==> src/rtl/pulse_sequencer.sv <==
// Symbol sequencer feeding a one-shot countdown timer: buffers (level, duration) symbols in a FIFO
// and plays them out on tx_out, one timer trigger per non-zero symbol.
module pulse_sequencer #(
    parameter int unsigned TIMER_WIDTH = 8,
    parameter int unsigned DEPTH       = 8
) (
    input  logic                         clk,
    input  logic                         sys_rst_n,
    input  logic                         wr_valid,
    input  logic                         wr_level,
    input  logic [TIMER_WIDTH-1:0]       wr_duration,
    output logic                         wr_ready,
    input  logic                         start,
    input  logic                         abort,
    input  logic                         idle_level,
    input  logic                         tim_done,
    output logic                         tim_trig,
    output logic [TIMER_WIDTH-1:0]       tim_duration,
    output logic                         tx_out,
    output logic                         busy,
    output logic                         done,
    output logic [$clog2(DEPTH+1)-1:0]   fifo_count
);

    localparam int unsigned PW = $clog2(DEPTH);
    localparam int unsigned CW = $clog2(DEPTH + 1);

    typedef enum logic [1:0] {StIdle, StLoad, StArm, StWait} state_e;

    state_e                 state_q, state_d;
    logic [PW-1:0]          rd_ptr_q, wr_ptr_q;
    logic [CW-1:0]          count_q;
    logic                   mem_level [DEPTH];
    logic [TIMER_WIDTH-1:0] mem_dur   [DEPTH];

    logic                   trig_q, trig_d;
    logic [TIMER_WIDTH-1:0] dur_q, dur_d;
    logic                   done_q, done_d;
    logic                   tx_q, tx_d;
    logic                   push, pop;
    logic                   head_level;
    logic [TIMER_WIDTH-1:0] head_dur;

    assign wr_ready   = (count_q < CW'(DEPTH)) && !abort;
    assign push       = wr_valid && wr_ready;
    assign head_level = mem_level[rd_ptr_q];
    assign head_dur   = mem_dur[rd_ptr_q];

    always_ff @(posedge clk) begin
        if (push) begin
            mem_level[wr_ptr_q] <= wr_level;
            mem_dur[wr_ptr_q]   <= wr_duration;
        end
    end

    always_ff @(posedge clk or negedge sys_rst_n) begin
        if (!sys_rst_n) begin
            rd_ptr_q <= '0;
            wr_ptr_q <= '0;
            count_q  <= '0;
        end else if (abort) begin
            rd_ptr_q <= '0;
            wr_ptr_q <= '0;
            count_q  <= '0;
        end else begin
            if (push) wr_ptr_q <= wr_ptr_q + PW'(1);
            if (pop)  rd_ptr_q <= rd_ptr_q + PW'(1);
            if (push && !pop)      count_q <= count_q + CW'(1);
            else if (!push && pop) count_q <= count_q - CW'(1);
        end
    end

    always_comb begin
        state_d = state_q;
        pop     = 1'b0;
        trig_d  = 1'b0;
        done_d  = 1'b0;
        tx_d    = tx_q;
        dur_d   = dur_q;
        case (state_q)
            StIdle: begin
                if (start && count_q != '0) begin
                    state_d = StLoad;
                    // Line keeps the idle level until the first trigger fires.
                    tx_d    = idle_level;
                end
            end
            StLoad: begin
                pop = 1'b1;
                if (head_dur == '0) begin
                    if (count_q > CW'(1)) begin
                        state_d = StLoad;
                    end else begin
                        state_d = StIdle;
                        done_d  = 1'b1;
                    end
                end else begin
                    state_d = StArm;
                    trig_d  = 1'b1;
                    dur_d   = head_dur;
                    tx_d    = head_level;
                end
            end
            StArm: begin
                state_d = StWait;
            end
            StWait: begin
                if (tim_done) begin
                    if (count_q != '0) begin
                        state_d = StLoad;
                    end else begin
                        state_d = StIdle;
                        done_d  = 1'b1;
                    end
                end
            end
            default: state_d = StIdle;
        endcase
        if (abort) begin
            state_d = StIdle;
            pop     = 1'b0;
            trig_d  = 1'b0;
            done_d  = 1'b0;
        end
    end

    always_ff @(posedge clk or negedge sys_rst_n) begin
        if (!sys_rst_n) begin
            state_q <= StIdle;
            trig_q  <= 1'b0;
            dur_q   <= '0;
            done_q  <= 1'b0;
            tx_q    <= 1'b0;
        end else begin
            state_q <= state_d;
            trig_q  <= trig_d;
            dur_q   <= dur_d;
            done_q  <= done_d;
            tx_q    <= tx_d;
        end
    end

    assign tim_trig     = trig_q;
    assign tim_duration = dur_q;
    assign done         = done_q;
    assign busy         = (state_q != StIdle);
    assign tx_out       = (state_q == StIdle) ? idle_level : tx_q;
    assign fifo_count   = count_q;

endmodule

==> config.mk <==
export PLATFORM = sky130hd
export DESIGN_NAME = pulse_sequencer
export DESIGN_NICKNAME = d
export VERILOG_FILES = /design/src/rtl/pulse_sequencer.sv
export SDC_FILE = /design/constraint.sdc
export NUM_CORES = 1
export LEC_CHECK = 0
export CORE_ASPECT_RATIO = 1.25
export CORE_MARGIN = 2
export CORE_UTILIZATION = 50
export DETAILED_ROUTE_END_ITERATION = 16
export GPL_TIMING_DRIVEN = 1
export PLACE_DENSITY = 0.7
export SYNTH_ARGS = -nofsm -noshare
export SYNTH_HDL_FRONTEND = slang
export SYNTH_SLANG_ARGS = --single-unit
==> constraint.sdc <==
create_clock -name clk -period 3.4 [get_ports clk]
set_clock_uncertainty 0.2 [all_clocks]
set_input_delay 0.51 -clock clk [delete_from_list [all_inputs] [get_ports clk]]
set_output_delay 0.51 -clock clk [all_outputs]
set_load 0.05 [all_outputs]
Word level (Yosys, flattened, before mapping) --
Memories as Yosys holds them, arrays and structs flattened. Cells that the tools add are included.
Storage, ports and cells: register bits after elaboration 23, bits in writable memories 72, input bits 16, output and inout port bits 17, logic and storage cells 74, memories 2
Memories:
- mem_dur | words 8, bits a word 8, read ports 1, clocked after memory_dff 0, wr ports 1, RTL line 34 | logic [TIMER_WIDTH-1:0] mem_dur [DEPTH];
- mem_level | words 8, bits a word 1, read ports 1, clocked after memory_dff 0, wr ports 1, RTL line 33 | logic mem_level [DEPTH];
Operators by class: add/sub/neg operators 4, magnitude comparators 2, eq/ne operators 7, mux-type cells 31, bitwise gates (word level) 1, reduce and logical (&&, ||, !) cells 19
Operator list (count):
- 1-bit two-way mux | 17
- 3-bit two-way mux | 4
- 4-bit two-way mux | 3
- 8-bit logical NOT | 1
- 2-bit two-way mux | 4
- 2-bit one-hot mux with 4 select lines | 1
- 2-bit nonzero test | 4
- 3-bit by 1-bit adder with 3-bit output, second input constant | 2
- 3-bit != test, second input constant | 2
- 1-bit logical AND | 5
- 4-bit by 1-bit adder with 4-bit output, second input constant | 1
- 2-bit == test, second input constant | 2
- 4-bit by 1-bit > comparator with 1-bit output, second input constant | 1
- 4-bit < comparator, second input constant | 1
- 2-bit != test, second input constant | 2
- 1-bit one-hot mux with 2 select lines | 2
- 2-bit AND reduction | 2
- 4-bit nonzero test | 1
- 4-bit by 1-bit subtractor with 4-bit output, second input constant | 1
- 1-bit logical NOT | 3
- 3-bit AND reduction | 1
- 3-bit nonzero test | 1
- 2-bit by 1-bit == test with 1-bit output, second input constant | 1
- 2-bit logical NOT | 1
- 1-bit NOT | 1

Longest topological paths before layout --
depth after elaboration 8, mapped depth 8, gate-level depth less buffers 6

Worst setup path before layout --
Ideal clock, no wire load.
path kind input to register, from in abort, to mem mem_dur[0][0] (enable), setup time 0.399 ns, arrival 2.150 ns, data required time 2.801 ns, setup slack 0.651 ns, stages 4, buffers on the path 2, cell sequence clkbuf_1 -> or3b_1 -> clkbuf_1 -> nor4_1
On the way: word-level cells in the longest chain between the ends 5
Ends and longest elaborated chain:
- start: declaration | RTL line 14 | input logic abort,
- 1-bit logical NOT | RTL line 44 | assign wr_ready = (count_q < CW'(DEPTH)) && !abort;
- 1-bit logical AND | RTL line 44
- 1-bit logical AND | RTL line 45 | assign push = wr_valid && wr_ready;
- 1-bit two-way mux | RTL line 50 | if (push) begin
- 1-bit two-way mux (not written as such) | RTL line 52 | mem_dur[wr_ptr_q] <= wr_duration;
- end: declaration | RTL line 34
Every way passes these cells.

Worst setup path in the final report --
from reg state_q[1], to out tx_out
On the way: word-level cells in the longest chain between the ends 2
Ends and longest elaborated chain:
- start: declaration | RTL line 30 | state_e state_q, state_d;
- start signal: assignment | RTL line 129 | state_q <= StIdle;
- start signal: assignment | RTL line 135 | state_q <= state_d;
- 2-bit logical NOT | RTL line 147 | assign tx_out = (state_q == StIdle) ? idle_level : tx_q;
- 1-bit two-way mux | RTL line 147
- end: declaration | RTL line 19 | output logic tx_out,
Every way passes these cells.

==> flow_summary.ini <==
[run_status]
outcome = complete, no violations

[routing]
viasPerCell = 5.53
ant_nets = 0
dr.pass1.iters = 4
wl_per_cell_um = 18.0
routed_wirelength_um = 6840
drc_errors = 0
vias = 2107
drt_iter0_drc = 171

[logic_synthesis]
ys_async_sr_fraction_pct = 24.2
syn_area_per_cell_um2 = 16.7
ys_seq_area_share_pct = 69.7
netlist-cell-type-count = 38
synth-edff-count = 72
netlist_instances = 236
mappedNetlistNets = 257
yosysWarningCount = 0
synth_area_mm2 = 0.00393
ys_ff_latch = 95
yosys_most_used_dff = edfxtp_1

[global_route]
grt_overflow = 0
grt_pass1_wl_um = 10900
antenna_found_initial = 0
track_usage_pct = 17.0
grt_pass1_vias = 2062
grt_max_degree = 24

[floorplanning]
ios = 33
placeableCoreArea_mm2 = 0.00770
start_util_pct = 51.0
die_w_um = 83.3
rows = 36
chipHeight_um = 103
dieArea_mm2 = 0.00859

[min_path]
hp-class = reg -> reg
holdPathStages = 1

[sta]
hold_viol_final = 0
period_needed_ps = 2850
timing.final.crit_share_pct = 83.9
maxSlewViolCount = 0
max_freq_mhz = 351
fin_hold_ws_ps = 283
slew_headroom_pct = 29.1
worstMarginPinSlew_ps = 1060
tns_ps = 0
setup_viol = 0
rsz0062_at_grt = no

[critical_path]
cp_max_fo = 8
crit_arrival_ps = 2140
cp-end-kind = output port
critPathLaunchType = register
required_ps = 2690
crit_type = reg -> out
reg2regPathDepth = 6

[power_and_ir_drop]
ir_drop_mv = 0.447
p_int_w = 0.00214
p_switching_w = 0.00121
swShare_pct = 36.1
power_frac_comb_pct = 34.9
p_leak_nw = 1.63
p_per_area_mw_per_mm2 = 728
seqPwrFrac_pct = 44.2
pwr-share-clk_pct = 20.8

[placement]
dpl.hpwl_um = 4740
placed_area_mm2 = 0.00440
gp_congestion = 0.736
io_buffers = 32

[clocking]
cts_hold_buffers = 0
root_buffer = clkbuf_8
clk_pin_slew_ps = 90
post_cts_resized = 0
cts_sinks = 95
numCtsBuffers = 9
cts_tree = built
h-tree-depth = 3
cts_max_path_buffers = 2
clk_latency_ps = 360
cts_setup_buffers = 0

[finish]
n_fill_cell = 580
area_growth_pct = 16.9
n_antenna_cell = 0
design_area_mm2 = 0.00459
layout-drive-gt1-share_pct = 18.2
nNetsFinal = 302

[job]
drv_cap = 0
## power by group through the flow
stage	registers, W	clock network (W)	logic, W
floorplan	0.00170	0	0.000664
global placement	0.00150	0	0.00116
finish	0.00148	0.000697	0.00117
CTS	0.00148	0.000713	0.00118
detailed placement	0.00151	0	0.00118
global route	0.00150	0.000765	0.00126
## worst max-delay path, stage by stage (launching register included)
cell	delay (ps)
dfrtp_1	460
nor2_1	260
mux2_2	370
clkdlybuf4s50_1	700
## registers in the layout, indices dropped and copies added (netlist names)
name          flops
done              1
wr_ptr_q          3
rd_ptr_q          3
mem_level         8
tx_q              1
state_q           2
tim_duration      8
fifo_count        4
tim_trig          1
mem_dur          64
## cells in the mapped netlist, types with 5 or more instances
cell type / instances / area, µm²
a21o_1: 8 / 60.1
edfxtp_1: 72 / 2160
a21oi_1: 5 / 25.0
mux4_2: 18 / 405
mux2i_1: 9 / 90.1
nor2_1: 25 / 93.8
clkbuf_1: 6 / 22.5
dfrtp_1: 23 / 576
ha_1: 5 / 62.6
nor3_1: 5 / 25.0
xnor2_1: 5 / 43.8
nand2_1: 13 / 48.8
## per-layer routing
metal / part of all wire (%) / GRT usage, % / up-vias
met2: 51 / 28.2 / 40
met4: 2.4 / 7.82 / 0
met3: 3.0 / 4.00 / 14
met1: 44 / 21.5 / 1060
met5: 0 / 0 / -
li1: - / - / 993
## cell families (layout without fill, tap and decap cells)
kind of cell | count (synthesis) | in the layout | synth area share [%]
and+or+nand+nor | 61 | 61 | 7.42
buffers and inverters | 14 | 64 | 2.04
muxes | 30 | 30 | 13.8
DFF | 95 | 95 | 69.7
xor gates and xnor gates | 8 | 8 | 1.78
adders and majority gates | 5 | 5 | 1.59
AOI/OAI and AO/OA | 23 | 23 | 3.76
## worst paths after layout
kind / from / end / slack, ps
max in group asynchronous: sys_rst_n / tim_duration[7] / 1840
min in group asynchronous: sys_rst_n / fifo_count[0] / 510
worst max register to register: rd_ptr_q[0] / done / 700
worst max-delay path: state_q[1] / tx_out / 550
worst min-delay path: tim_duration[1] / tim_duration[1] / 280
worst min register to register: tim_duration[1] / tim_duration[1] / 280
## through the flow
step / setup slack, ps / total power [W] / std cells / util [%]
floorplan: 651 / 0.00237 / 236 / -
global placement: 727 / 0.00267 / 365 / 57.2
detailed placement: 712 / 0.00269 / 365 / 57.2
CTS: 544 / 0.00338 / 381 / 59.6
global route: 461 / 0.00352 / 381 / 59.6
finish: 547 / 0.00335 / 381 / 59.6
## cells in the final DEF (no fill, tap or decap), types with 2 or more instances in the layout
master,instances
o21ai_0,2
nand2b_1,4
clkinvlp_4,2
nor2b_1,2
nand2_1,13
inv_6,3
edfxtp_1,72
mux2_2,2
a21o_1,8
dfrtp_1,23
mux4_2,18
a21oi_1,5
clkbuf_8,9
nor2_1,25
clkdlybuf4s50_1,32
nor3_1,5
xor2_1,3
xnor2_1,5
a31oi_1,3
ha_1,5
inv_1,3
buf_4,13
nand4_1,3
mux2i_1,9
## area by class of cell
type,count,area (µm²),area share [%]
sequential,95,2740,59.6
clock buffer,9,124,2.70
inverter,3,11.3,0.245
multi-input combinational,127,1120,24.3
tap,95,119,2.59
timing repair buffer,45,418,9.10
clock inverter,7,66.3,1.44
Power figures use the tool's default switching activity.
